<file path="src/rtl/slv_guard_rst_ctrl.sv">
// Reset sequencer for the subordinate guard: turns a level reset request into a
// timed active-low reset pulse, waits a settle interval, then reports completion.
module slv_guard_rst_ctrl #(
    parameter int PulseCycles  = 16,
    parameter int SettleCycles = 8,
    parameter int RstCntWidth  = 8
) (
    input  logic                   clk_i,
    input  logic                   rst_ni,
    input  logic                   rst_en_i,
    input  logic                   rst_req_i,
    output logic                   sub_rst_no,
    output logic                   rst_stat_o,
    output logic                   busy_o,
    output logic                   done_o,
    output logic [RstCntWidth-1:0] rst_cnt_o
);

    localparam int MaxCycles = (PulseCycles > SettleCycles) ? PulseCycles : SettleCycles;
    localparam int TmrWidth  = $clog2(MaxCycles + 1);

    localparam logic [TmrWidth-1:0] PulseLoad  = TmrWidth'(PulseCycles - 1);
    localparam logic [TmrWidth-1:0] SettleLoad =
        TmrWidth'((SettleCycles > 0) ? (SettleCycles - 1) : 0);
    localparam logic [TmrWidth-1:0] TmrZero    = {TmrWidth{1'b0}};
    localparam logic [TmrWidth-1:0] TmrOne     = TmrWidth'(1'b1);

    if (PulseCycles < 1) begin : g_pulse_chk
        $error("slv_guard_rst_ctrl: PulseCycles must be at least 1");
    end

    typedef enum logic [1:0] {
        ST_IDLE   = 2'b00,
        ST_ASSERT = 2'b01,
        ST_SETTLE = 2'b10,
        ST_DONE   = 2'b11
    } state_e;

    state_e                 state_r;
    logic [TmrWidth-1:0]    tmr_r;
    logic                   sub_rst_n_r;
    logic                   rst_stat_r;
    logic                   busy_r;
    logic                   done_r;
    logic [RstCntWidth-1:0] rst_cnt_r;

    // Completed-sequence count holds at all-ones instead of wrapping.
    function automatic logic [RstCntWidth-1:0] sat_inc(input logic [RstCntWidth-1:0] v);
        if (&v) begin
            return v;
        end else begin
            return v + RstCntWidth'(1'b1);
        end
    endfunction

    // Sequencer FSM; every output is set on the edge that enters the state it belongs to.
    always_ff @(posedge clk_i or negedge rst_ni) begin
        if (!rst_ni) begin
            state_r     <= ST_IDLE;
            tmr_r       <= TmrZero;
            sub_rst_n_r <= 1'b1;
            rst_stat_r  <= 1'b0;
            busy_r      <= 1'b0;
            done_r      <= 1'b0;
            rst_cnt_r   <= {RstCntWidth{1'b0}};
        end else begin
            done_r <= 1'b0;
            case (state_r)
                ST_IDLE: begin
                    if (rst_req_i && rst_en_i) begin
                        state_r     <= ST_ASSERT;
                        tmr_r       <= PulseLoad;
                        sub_rst_n_r <= 1'b0;
                        busy_r      <= 1'b1;
                    end
                end
                ST_ASSERT: begin
                    if (tmr_r != TmrZero) begin
                        tmr_r <= tmr_r - TmrOne;
                    end else if (SettleCycles > 0) begin
                        state_r     <= ST_SETTLE;
                        tmr_r       <= SettleLoad;
                        sub_rst_n_r <= 1'b1;
                    end else begin
                        state_r     <= ST_DONE;
                        sub_rst_n_r <= 1'b1;
                        rst_stat_r  <= 1'b1;
                    end
                end
                ST_SETTLE: begin
                    if (tmr_r != TmrZero) begin
                        tmr_r <= tmr_r - TmrOne;
                    end else begin
                        state_r    <= ST_DONE;
                        rst_stat_r <= 1'b1;
                    end
                end
                ST_DONE: begin
                    // The request may already be low here if it dropped mid-pulse.
                    if (!rst_req_i) begin
                        state_r    <= ST_IDLE;
                        rst_stat_r <= 1'b0;
                        busy_r     <= 1'b0;
                        done_r     <= 1'b1;
                        rst_cnt_r  <= sat_inc(rst_cnt_r);
                    end
                end
                default: begin
                    state_r     <= ST_IDLE;
                    tmr_r       <= TmrZero;
                    sub_rst_n_r <= 1'b1;
                    rst_stat_r  <= 1'b0;
                    busy_r      <= 1'b0;
                end
            endcase
        end
    end

    assign sub_rst_no = sub_rst_n_r;
    assign rst_stat_o = rst_stat_r;
    assign busy_o     = busy_r;
    assign done_o     = done_r;
    assign rst_cnt_o  = rst_cnt_r;

endmodule

</file>
<file path="config.mk">
export PLATFORM = sky130hd
export DESIGN_NAME = slv_guard_rst_ctrl
export DESIGN_NICKNAME = d
export VERILOG_FILES = /design/src/rtl/slv_guard_rst_ctrl.sv
export SDC_FILE = /design/constraint.sdc
export NUM_CORES = 1
export LEC_CHECK = 0
export ABC_AREA = 0
export CORE_MARGIN = 8
export CORE_UTILIZATION = 45
export DETAILED_ROUTE_END_ITERATION = 8
export PLACE_DENSITY = 0.69
export SLEW_MARGIN = 30
export SYNTH_ARGS = -nofsm -noshare
export SYNTH_HDL_FRONTEND = slang
export SYNTH_SLANG_ARGS = --single-unit
</file>
<file path="constraint.sdc">
create_clock -name clk_i -period 2.51 [get_ports clk_i]
set_input_delay 0.3765 -clock clk_i [delete_from_list [all_inputs] [get_ports clk_i]]
set_output_delay 0.3765 -clock clk_i [all_outputs]
set_load 0.02 [all_outputs]
</file>
* Word-level counts from Yosys, hierarchy flattened
Cells that the tools add are included.
** Storage, ports and cells
- Word-level logic and storage cells :: 51
- Input bits :: 4
- Register bits after elaboration :: 19
- Output and inout port bits :: 12
** Cells by class
- Equality and inequality tests :: 8
- Bitwise operators :: 2
- Reductions and logical operators :: 14
- Add/subtract/negate cells :: 2
- Muxes and demuxes :: 18
** Operator list (number)
- 5-bit two-way mux :: 3
- 5-bit one-hot mux with 3 select lines :: 1
- 3-bit AND reduction :: 5
- 2-bit inequality test, second input constant :: 5
- 8-bit by 1-bit adder with 8-bit output, second input constant :: 1
- 2-bit two-way mux :: 4
- 2-bit one-hot mux with 4 select lines :: 1
- 8-bit AND reduction :: 1
- 1-bit two-way mux :: 6
- 1-bit one-hot mux with 2 select lines :: 3
- 2-bit nonzero test :: 3
- 5-bit nonzero test :: 1
- 5-bit by 1-bit subtractor with 5-bit output, second input constant :: 1
- 2-bit equality test, second input constant :: 2
- 4-bit AND reduction :: 1
- 3-bit nonzero test :: 1
- 2-bit by 1-bit equality test with 1-bit output, second input constant :: 1
- 2-bit logical NOT :: 1
- 1-bit inverter :: 2
- 1-bit logical AND :: 1

* Logic depth before layout (Yosys ltp)
- Word-level depth :: 3
- Mapped depth :: 7
- Gate-level depth less buffers :: 6

* Worst setup path before layout
OpenSTA, ideal clock, no wires.
- Kind :: register to register
- Start :: register tmr_r[0]
- End :: register tmr_r[3]
- Data arrival time :: 1.629 ns
- Setup slack :: 0.760 ns
- Library setup time :: 0.121 ns
- Required time :: 2.389 ns
- Cell stages (with the launch flop) :: 8
- Buffers on the path :: 1
- Clock period less this slack :: 1.750 ns
- Path through :: dfrtp_1 inv_1 ha_1 or4b_1 buf_6 a21oi_4 o21ai_1 a22o_1
** On the way
- Longest elaborated chain between the ends :: 3
- Elaborated cells on any way between the ends :: 7
- Classes of those cells :: 1 x add/sub; 1 x eq/ne; 3 x mux; 2 x reduce/logical
** RTL lines
- start: declaration :: RTL line 40 : logic [TmrWidth-1:0] tmr_r;
- start signal: assignment :: RTL line 60 : tmr_r <= TmrZero;
- start signal: assignment :: RTL line 72 : tmr_r <= PulseLoad;
- start signal: assignment :: RTL line 79 : tmr_r <= tmr_r - TmrOne;
- 5-bit by 1-bit subtractor with 5-bit output / 5-bit nonzero test (equally long branches)
- 5-bit two-way mux (tied with other cells) :: RTL line 91 : if (tmr_r != TmrZero) begin
- 5-bit one-hot mux with 3 select lines / 3-bit AND reduction (equally long branches)
Several ways; a longest one is shown, not always the timed one. The select of a mux whose other input is x is not followed.
A chain may end at the register's enable or synchronous reset.

* Final worst setup path
Ends and elaborated chain as after synthesis.

==> qor.csv <==
stage,metric,value,unit
outcome,status,"finished, final reports clean",
sta,final setup fails,0,
synth,Synth Register Bits,19,
finish,final core occ,57.05,%
floorplanning,top-level port count,16,
worst_setup_path,WP data arrival,2120,ps
sta,Clock Skews,4.450,ps
cts,clock root buffer,clkbuf_4,
synth,Mean Syn Cell Area,10.33,um2
synth,synth unique cells,36,
worst_setup_path,"Req. time, crit path",2700,ps
worst_setup_path,crit-path cells,inv_1 -> ha_1 -> or4b_1 -> a21oi_4 -> o21ai_1 -> a22o_1,
cts,CTS hold repair buffers,0,
synth,sequential share of the synthesized area,46.13,%
worst_setup_path,CP Launch Type,flip-flop,
placed_design,gpl congestion,0.7652,
sta,minimum clock period after layout,1928,ps
cts,TritonCTS Sinks,19,
floorplanning,Starting Density,47.17,%
sta,Final TNS setup,0,ps
power_and_ir_drop,Leak,0.0005528,uW
floorplanning,row count,17,
sta,Highest Clock Rate,518.8,MHz
cts,"Clk pin slew, worst setup/hold paths",110,ps
worst_setup_path,R2R depth,6,
global_routing,global-route wire length before repair,3525,um
worst_setup_path,FF-to-FF End,tmr_r[3],
route,DRC viols,0,
worst_setup_path,R2R setup slack,580,ps
worst_setup_path,max incr delay on CP,610,ps
cts,number of clock buffers inserted by TritonCTS,3,
power_and_ir_drop,combinational share of power,52.7,%
placed_design,placed inst area,1222,um2
worst_setup_path,largest driver fanout on the critical path,7,
route,drt first pass iters,4,
synth,Syn Inst Count,100,
floorplanning,die area,4086,um2
cts,H-tree depth,1,
floorplanning,Core ar.,2191,um2
finish,n_diodes,0,
global_routing,GRT overflow,0,
cts,Post-CTS Resized,0,
cts,Longest Clk Path Bufs,2,
sta,Max-slew headroom,70.32,%
finish,nets,133,
power_and_ir_drop,overall power,1456,uW
placed_design,Inst Count DP,144,
sta,Fin. Hold Viols,0,
worst_setup_path,Critical R2R Launch,tmr_r[0],
synth,Synth Cell Area,1033,um2
synth,Post-synth EDFFs,0,
global_routing,vias in the first global route,778,
run,max_cap viols,0,
sta,RSZ-0062 raised after global routing,no,
finish,design area,1250,um2
finish,Area Overhead vs Synth,20.94,%
power_and_ir_drop,P_sw,609.4,uW
synth,Yosys warnings,0,
power_and_ir_drop,Worst VDD drop,0.6925,mV
finish,Fillers,195,
route,antenna-violating nets left,0,
sta,final period utilization,76.80,%
placed_design,input/output buffers,15,
power_and_ir_drop,P_int,846.4,uW
sta,Least-Margin Pin Slew,441.2,ps
power_and_ir_drop,clock power share,10.6,%
power_and_ir_drop,register share of total power,36.6,%
power_and_ir_drop,pwr dens,1165,nW/um2
route,vias,800,
finish,layout cells sized above 1,8.333,%
floorplanning,die span in y,63.93,um
synth,syn_nets,112,
sta,max-slew violation count,0,
worst_setup_path,CP Capture Type,flip-flop,
worst_setup_path,crit path kind,reg2reg,
route,Routed WL per cell,13.47,um
route,DRT iter0 DRCs,38,
power_and_ir_drop,switch share,41.86,%
route,routed vias/inst,5.405,
finish,Non-Filler Instances,148,
synth,share of flip-flops with an asynchronous set or reset,100.0,%
global_routing,largest net degree at the start of global routing,20,
global_routing,initial antenna violation count,0,
cts,Clock Latency Late Sink,300,ps
worst_setup_path,critical path's slowest cell,or4b_1,
cts,Post-CTS Setup Inserts,0,
route,drt total wl,1994,um
global_routing,Tot GR Track Use,10.40,%
floorplanning,Chip Width,63.93,um
cts,CTS tree,yes,
placed_design,detailed-placement wirelength estimate,1494,um
hold_path,Hold WC Path Type,in2async,
synth,Most used DFF post-synth,dfrtp_1,
## logic make-up (layout without fill, tap and decap cells)
kind of cell | count (synthesis) | count (layout) | synth area share, %
DFF | 19 | 19 | 46.13
and+or+nand+nor | 25 | 25 | 13.08
AOI/OAI and AO/OA | 34 | 34 | 22.40
adders and majority gates | 8 | 8 | 9.686
buffers and inverters | 9 | 29 | 3.995
muxes | 2 | 2 | 2.179
xor gates and xnor gates | 3 | 3 | 2.543
## per-layer routing
layer  up-vias  global-route usage [%]  part of all wire, %
met2        12                   17.19                   47
met1       383                   11.98                   45
li1        403                       -                    -
met5         -                       0                    0
met3         2                   4.704                  6.2
met4         0                   2.507                 0.80
## through the flow
stage | worst slack (ps) | hold slack [ps]
final | 582.4 | 391.4
after global routing | 420.0 | 403.9
after CTS | 564.6 | 390.3
after detailed placement | 597.9 | 511.3
after global placement | 615.1 | 500.9
after floorplan | 759.9 | 80.91
## worst max-delay path, delay by kind of cell, from the launching register on
kind	cells	cell delay [ps]
and+or+nand+nor	1	610
buffers and inverters	1	70
AOI/OAI and AO/OA	3	540
adders and majority gates	1	190
DFF	1	420
## how the worst max path moves through the flow
stage / from / end / cells after the start
2_1_floorplan: tmr_r[0] / tmr_r[3] / 7
3_3_place_gp: tmr_r[0] / tmr_r[3] / 6
3_5_place_dp: rst_req_i / tmr_r[3] / 6
4_1_cts: tmr_r[0] / tmr_r[3] / 6
5_1_grt: tmr_r[0] / state_r[1] / 6
6_report: tmr_r[0] / tmr_r[3] / 6
## cells in the mapped netlist, drive strengths merged, types with 2 or more instances
cell type | instances | area share (%)
nor2 | 6 | 2.2
a22o | 2 | 1.7
xnor2 | 2 | 1.7
ha | 8 | 9.7
o22a | 2 | 1.7
nand3 | 4 | 1.9
dfrtp | 18 | 44
mux2 | 2 | 2.2
nand2 | 4 | 1.5
inv | 8 | 2.9
a31oi | 2 | 1.2
a21oi | 9 | 5.4
a21boi | 2 | 1.5
nand2b | 2 | 1.2
o21ai | 9 | 4.4
nor2b | 2 | 1.2
## power groups by stage
stage | clock network, uW | registers, uW | logic [uW]
after floorplan | 0 | 582 | 474
after global placement | 0 | 534 | 761
after detailed placement | 0 | 540 | 773
after CTS | 166 | 533 | 778
after global routing | 175 | 553 | 866
final | 155 | 533 | 768
## cells in the final DEF, fill, tap and decap left out, drive strengths merged, types with 2 or more instances in the layout
cell            n
nor2b           2
a21boi          2
nand3           4
a21oi           9
a31oi           2
o21ai           9
nor2            6
nand2           4
inv             8
dfrtp          18
clkbuf          3
clkdlybuf4s50  15
o22a            2
nand2b          2
ha              8
a22o            2
mux2            2
buf             2
xnor2           2
## state kept, by name, indices dropped and copies added, names as in the netlist
| name | count |
|---|---|
| sub_rst_no | 1 |
| done_o | 1 |
| rst_cnt_o | 8 |
| busy_o | 1 |
| state_r | 2 |
| rst_stat_o | 1 |
| tmr_r | 5 |
## area by class of cell
type	count	area (um2)	area share [%]
Clock buffer	3	22.52	1.802
Tap cell	28	35.03	2.803
Sequential cell	19	476.7	38.14
Multi-Input combinational cell	72	515.5	41.24
Clock inverter	1	5.005	0.4004
Inverter	8	30.03	2.402
Timing Repair Buffer	17	165.2	13.21
Power figures use the tool's default switching activity.
